File: config.mk
export PLATFORM = sky130hd
export DESIGN_NAME = sobel_pipe
export DESIGN_NICKNAME = d
export VERILOG_FILES = /design/src/rtl/sobel_pipe.sv
export SDC_FILE = /design/constraint.sdc
export NUM_CORES = 1
export LEC_CHECK = 0
export ABC_AREA = 0
export BUFFER_PORTS_ARGS = -buffer_cell sky130_fd_sc_hd__buf_2
export CAP_MARGIN = 20
export CORE_MARGIN = 2
export CORE_UTILIZATION = 60
export CTS_CLUSTER_DIAMETER = 60
export DETAILED_ROUTE_END_ITERATION = 12
export PLACE_DENSITY = 0.88
export SKIP_CTS_REPAIR_TIMING = 1
export SLEW_MARGIN = 20
export SYNTH_ARGS = -nofsm -noshare
export SYNTH_HDL_FRONTEND = slang
export SYNTH_SLANG_ARGS = --single-unit
File: constraint.sdc
create_clock -name clock -period 12.1 [get_ports clock]
set_input_delay 2.42 -clock clock [delete_from_list [all_inputs] [get_ports clock]]
set_output_delay 2.42 -clock clock [all_outputs]
set_load 0.01 [all_outputs]
File: src/rtl/sobel_pipe.sv
// Three-stage pipelined Sobel |Gx|+|Gy| unit with fill/row-boundary qualification.
// Optional binary threshold output enabled by defining SOBEL_THRESH_EN.
module sobel_pipe #(
  parameter int unsigned COLS = 640
) (
  input  logic        clock,
  input  logic        reset,
  input  logic        in_valid,
  input  logic [10:0] hcount,
  input  logic [9:0]  vcount,
  input  logic [71:0] matrix,
  input  logic [7:0]  threshold,
  output logic        out_valid,
  output logic [7:0]  edge_out,
  output logic [10:0] out_hcount,
  output logic [9:0]  out_vcount
);

  localparam logic [10:0] FULL = 11'(2 * COLS + 2);

  logic [10:0] fill_cnt;
  logic        full_now;
  logic        q0;

  logic [7:0]  z [9];
  logic [10:0] gx_pos, gx_neg, gy_pos, gy_neg;

  logic signed [10:0] gx1, gy1;
  logic               q1;
  logic [10:0]        h1;
  logic [9:0]         v1;

  logic [10:0] gx_abs, gy_abs;
  logic [9:0]  ax2, ay2;
  logic        q2;
  logic [10:0] h2;
  logic [9:0]  v2;

  logic [10:0] mag;
  logic [7:0]  result;

  // The pixel that completes the fill is itself qualified, so look at the post-increment count.
  always_comb begin
    full_now = (fill_cnt == FULL) || (in_valid && (fill_cnt == FULL - 11'd1));
    q0       = in_valid && full_now && (hcount >= 11'd2);
  end

  always_comb begin
    for (int unsigned i = 0; i < 9; i++) begin
      z[i] = matrix[8*i +: 8];
    end
    gx_pos = {3'b000, z[6]} + {2'b00, z[3], 1'b0} + {3'b000, z[0]};
    gx_neg = {3'b000, z[8]} + {2'b00, z[5], 1'b0} + {3'b000, z[2]};
    gy_pos = {3'b000, z[8]} + {2'b00, z[7], 1'b0} + {3'b000, z[6]};
    gy_neg = {3'b000, z[2]} + {2'b00, z[1], 1'b0} + {3'b000, z[0]};
  end

  always_comb begin
    gx_abs = gx1[10] ? 11'(-gx1) : 11'(gx1);
    gy_abs = gy1[10] ? 11'(-gy1) : 11'(gy1);
  end

  always_comb begin
    mag = {1'b0, ax2} + {1'b0, ay2};
`ifdef SOBEL_THRESH_EN
    result = (mag >= {3'b000, threshold}) ? 8'hFF : 8'h00;
`else
    result = (mag > 11'd255) ? 8'hFF : mag[7:0];
`endif
  end

`ifndef SOBEL_THRESH_EN
  logic unused_threshold;
  assign unused_threshold = ^threshold;
`endif

  always_ff @(posedge clock) begin
    if (reset) begin
      fill_cnt   <= '0;
      gx1        <= '0;
      gy1        <= '0;
      q1         <= 1'b0;
      h1         <= '0;
      v1         <= '0;
      ax2        <= '0;
      ay2        <= '0;
      q2         <= 1'b0;
      h2         <= '0;
      v2         <= '0;
      out_valid  <= 1'b0;
      edge_out   <= '0;
      out_hcount <= '0;
      out_vcount <= '0;
    end else begin
      if (in_valid && (fill_cnt != FULL)) begin
        fill_cnt <= fill_cnt + 11'd1;
      end
      gx1        <= $signed(gx_pos - gx_neg);
      gy1        <= $signed(gy_pos - gy_neg);
      q1         <= q0;
      h1         <= hcount;
      v1         <= vcount;
      ax2        <= gx_abs[9:0];
      ay2        <= gy_abs[9:0];
      q2         <= q1;
      h2         <= h1;
      v2         <= v1;
      out_valid  <= q2;
      edge_out   <= q2 ? result : 8'h00;
      out_hcount <= h2;
      out_vcount <= v2;
    end
  end

endmodule

==> flow_metrics.py <==
metrics = {
    "yosys": {
        "ys_top_cells_by_count": "149 x inv_1, 127 x dfxtp_1, 78 x nor2b_1, 63 x fa_1, 51 x nor2_1",
        "ys_ff_latch": 127,
        "synth_top_area_cell": "dfxtp_1",
        "yosys_most_used_dff": "dfxtp_1",
        "ys_warn_count": 0,
        "netlist.area_leader.share": 0.367,
        "ys_seq_area_frac": 0.367,
        "synth.most_common_cell": "inv_1",
        "mappedNetlistNets": 924,
        "synth-async-reset-ratio": 0,
        "yosysUniqueCellTypes": 46,
        "synth_edf_count": 0,
        "synth.avg_cell_area_sq_um": 9.65,
        "synthTopCellsByArea": "dfxtp_1 37%, fa_1 18%, inv_1 8.1%, ha_1 7.0%, nor2b_1 7.0%",
        "synthCells": 718,
        "syn_area_sq_um": 6930,
    },
    "sta": {
        "final-hold-violation-count": 0,
        "finalSetupViolations": 0,
        "min_period_over_period": 0.466,
        "finClkSkew_ns": 0.0150,
        "holdWs_ns": 0.429,
        "layout_min_cycle_time_ns": 5.64,
        "drv_slew": 0,
        "rsz0062_at_grt": "false",
        "slew-limit-headroom": 0.341,
        "fmax_mhz": 177,
        "setup_tns_ns": 0,
        "worstMarginPinSlew_ns": 0.988,
        "timing.final.ws_setup_ns": 6.46,
    },
    "drt": {
        "drtIter0Drc": 229,
        "postRouteWirelength_um": 12000,
        "vias_per_cell": 4.90,
        "ant_nets": 0,
        "drt-pass1-iter-count": 4,
        "num_vias": 4866,
        "route.detailed.drc": 0,
        "post_drt_wl_per_cell_um": 12.1,
    },
    "min_path": {
        "hold_class": "reg2reg",
    },
    "power_and_ir_drop": {
        "leakagePower_nw": 4.10,
        "ir_worst_vdd_v": 0.000137,
        "p_per_area_nw_per_um2": 209,
        "pwr-share-clk": 0.301,
        "power.switching_uw": 596,
        "internal-power_mw": 1.13,
        "pwr-share-comb": 0.391,
        "swShare": 0.346,
        "power_frac_seq": 0.308,
    },
    "clocking": {
        "h-tree-depth": 4,
        "clk_pin_slew_ns": 0.06,
        "clk_latency_ns": 0.42,
        "clockBufferDepth": 2,
        "cts_root_buffer": "clkbuf_16",
        "clock-sinks": 127,
        "cts_buffers": 17,
        "cts_tree": "yes",
    },
    "setup_path": {
        "crit_required_ns": 12.40,
        "critPathKind": "in2reg",
        "cp-start-kind": "input port",
        "end_kind": "flop",
        "arrival_ns": 5.94,
        "cp_max_fo": 3,
    },
    "floorplanning": {
        "core.rowCount": 39,
        "fp.dieW_um": 111,
        "die-area_sq_um": 12400,
        "start_util": 0.612,
        "ios": 134,
        "die_h_um": 111,
        "coreArea_sq_um": 11300,
    },
    "placement": {
        "dp.cells": 961,
        "pre_cts_ws_ns": 6.02,
        "dpl_cell_area_sq_um": 7630,
        "dp_hpwl_um": 8780,
        "place_congestion": 0.825,
        "port_buffers": 117,
    },
    "finish": {
        "syn_to_final_growth_pct": 19.1,
        "instances_no_fill": 993,
        "antenna_cells": 0,
        "nets": 1043,
        "final_cell_area_sq_um": 8250,
        "drive_gt1_frac": 0.189,
    },
    "global_routing": {
        "grt_pass1_wl_um": 21200,
        "grt_remaining_overflow": 0,
        "grtUsageTotal": 0.211,
        "first_global_vias": 4919,
        "grt_max_degree": 108,
        "antenna_found_initial": 0,
    },
    "flow_run": {
        "drv_cap": 0,
    },
    "run_status": {
        "status": "complete, no violations",
    },
}
[stage by stage]
step	power, mW	utilization
finish	1.72	0.729
global route	1.86	0.729
CTS	1.73	0.729
detailed placement	1.20	0.674
global placement	1.18	0.674
floorplan	1.06	-
[power groups by stage]
stage / sequential (mW) / combinational (mW) / clock (mW)
floorplan: 0.523 / 0.537 / 0
CTS: 0.530 / 0.678 / 0.525
global placement: 0.534 / 0.644 / 0
detailed placement: 0.537 / 0.667 / 0
global route: 0.537 / 0.777 / 0.546
finish: 0.530 / 0.675 / 0.519
[cell usage in the layout, fill, tap and decap left out, types with 8 or more instances in the layout]
| master | instances |
|---|---|
| nor2_1 | 51 |
| o21ai_0 | 16 |
| nand3_1 | 8 |
| dfxtp_1 | 127 |
| a21oi_1 | 23 |
| inv_1 | 149 |
| clkbuf_16 | 17 |
| nand2_1 | 22 |
| xnor2_1 | 8 |
| fa_1 | 63 |
| nor2b_1 | 78 |
| xor2_1 | 24 |
| ha_1 | 39 |
| buf_2 | 116 |
[state kept, by name, indices dropped and copies added (netlist names)]
name,flops
fill_cnt,11
ay2,10
q1,1
gx1,11
q2,1
gy1,11
v1,10
h2,11
v2,10
out_hcount,11
ax2,10
out_vcount,10
edge_out,8
out_valid,1
h1,11
[cells by family after synthesis]
family | count (synthesis) | synth area share
multiplexers | 6 | 0.00921
buffers and inverters | 167 | 0.0905
XOR/XNOR | 32 | 0.0405
AO/OA/AOI/OAI | 78 | 0.0757
flip-flops | 127 | 0.367
adder cells (fa/ha/maj) | 102 | 0.253
AND/OR/NAND/NOR | 206 | 0.165
[worst max-delay path: stages]
cell	delay (ns)
buf_2	0.10
inv_1	0.06
fa_1	0.51
fa_1	0.56
inv_1	0.06
fa_1	0.53
inv_1	0.07
fa_1	0.46
a21o_1	0.22
a21oi_1	0.28
o21ai_0	0.13
a31oi_1	0.20
mux2_2	0.35
[final cells by class]
type	count	area, sq um
Tap cell	143	179
Multi-Input combinational cell	424	3760
Inverter	149	559
Sequential cell	127	2540
Clock buffer	20	457
Fill cell	805	3070
Clock inverter	12	159
Timing Repair Buffer	118	596
[layer usage]
metal / up-vias / part of all wire / GRT usage
li1: 2491 / - / -
met4: 0 / 0.012 / 0.0708
met5: - / 0 / 0
met2: 92 / 0.53 / 0.384
met3: 16 / 0.032 / 0.0490
met1: 2267 / 0.42 / 0.245
[path summary, 6_finish.rpt]
path              startpoint             to  slack [ns]  cells after the start
setup / recovery   matrix[2]         gy1[9]        6.46                     13
hold / removal         h2[8]  out_hcount[8]        0.43                      1
setup reg to reg      ax2[0]    edge_out[3]        9.54                      8
hold reg to reg        h2[8]  out_hcount[8]        0.43                      1
No activity file was read; power rests on OpenSTA's default activity.
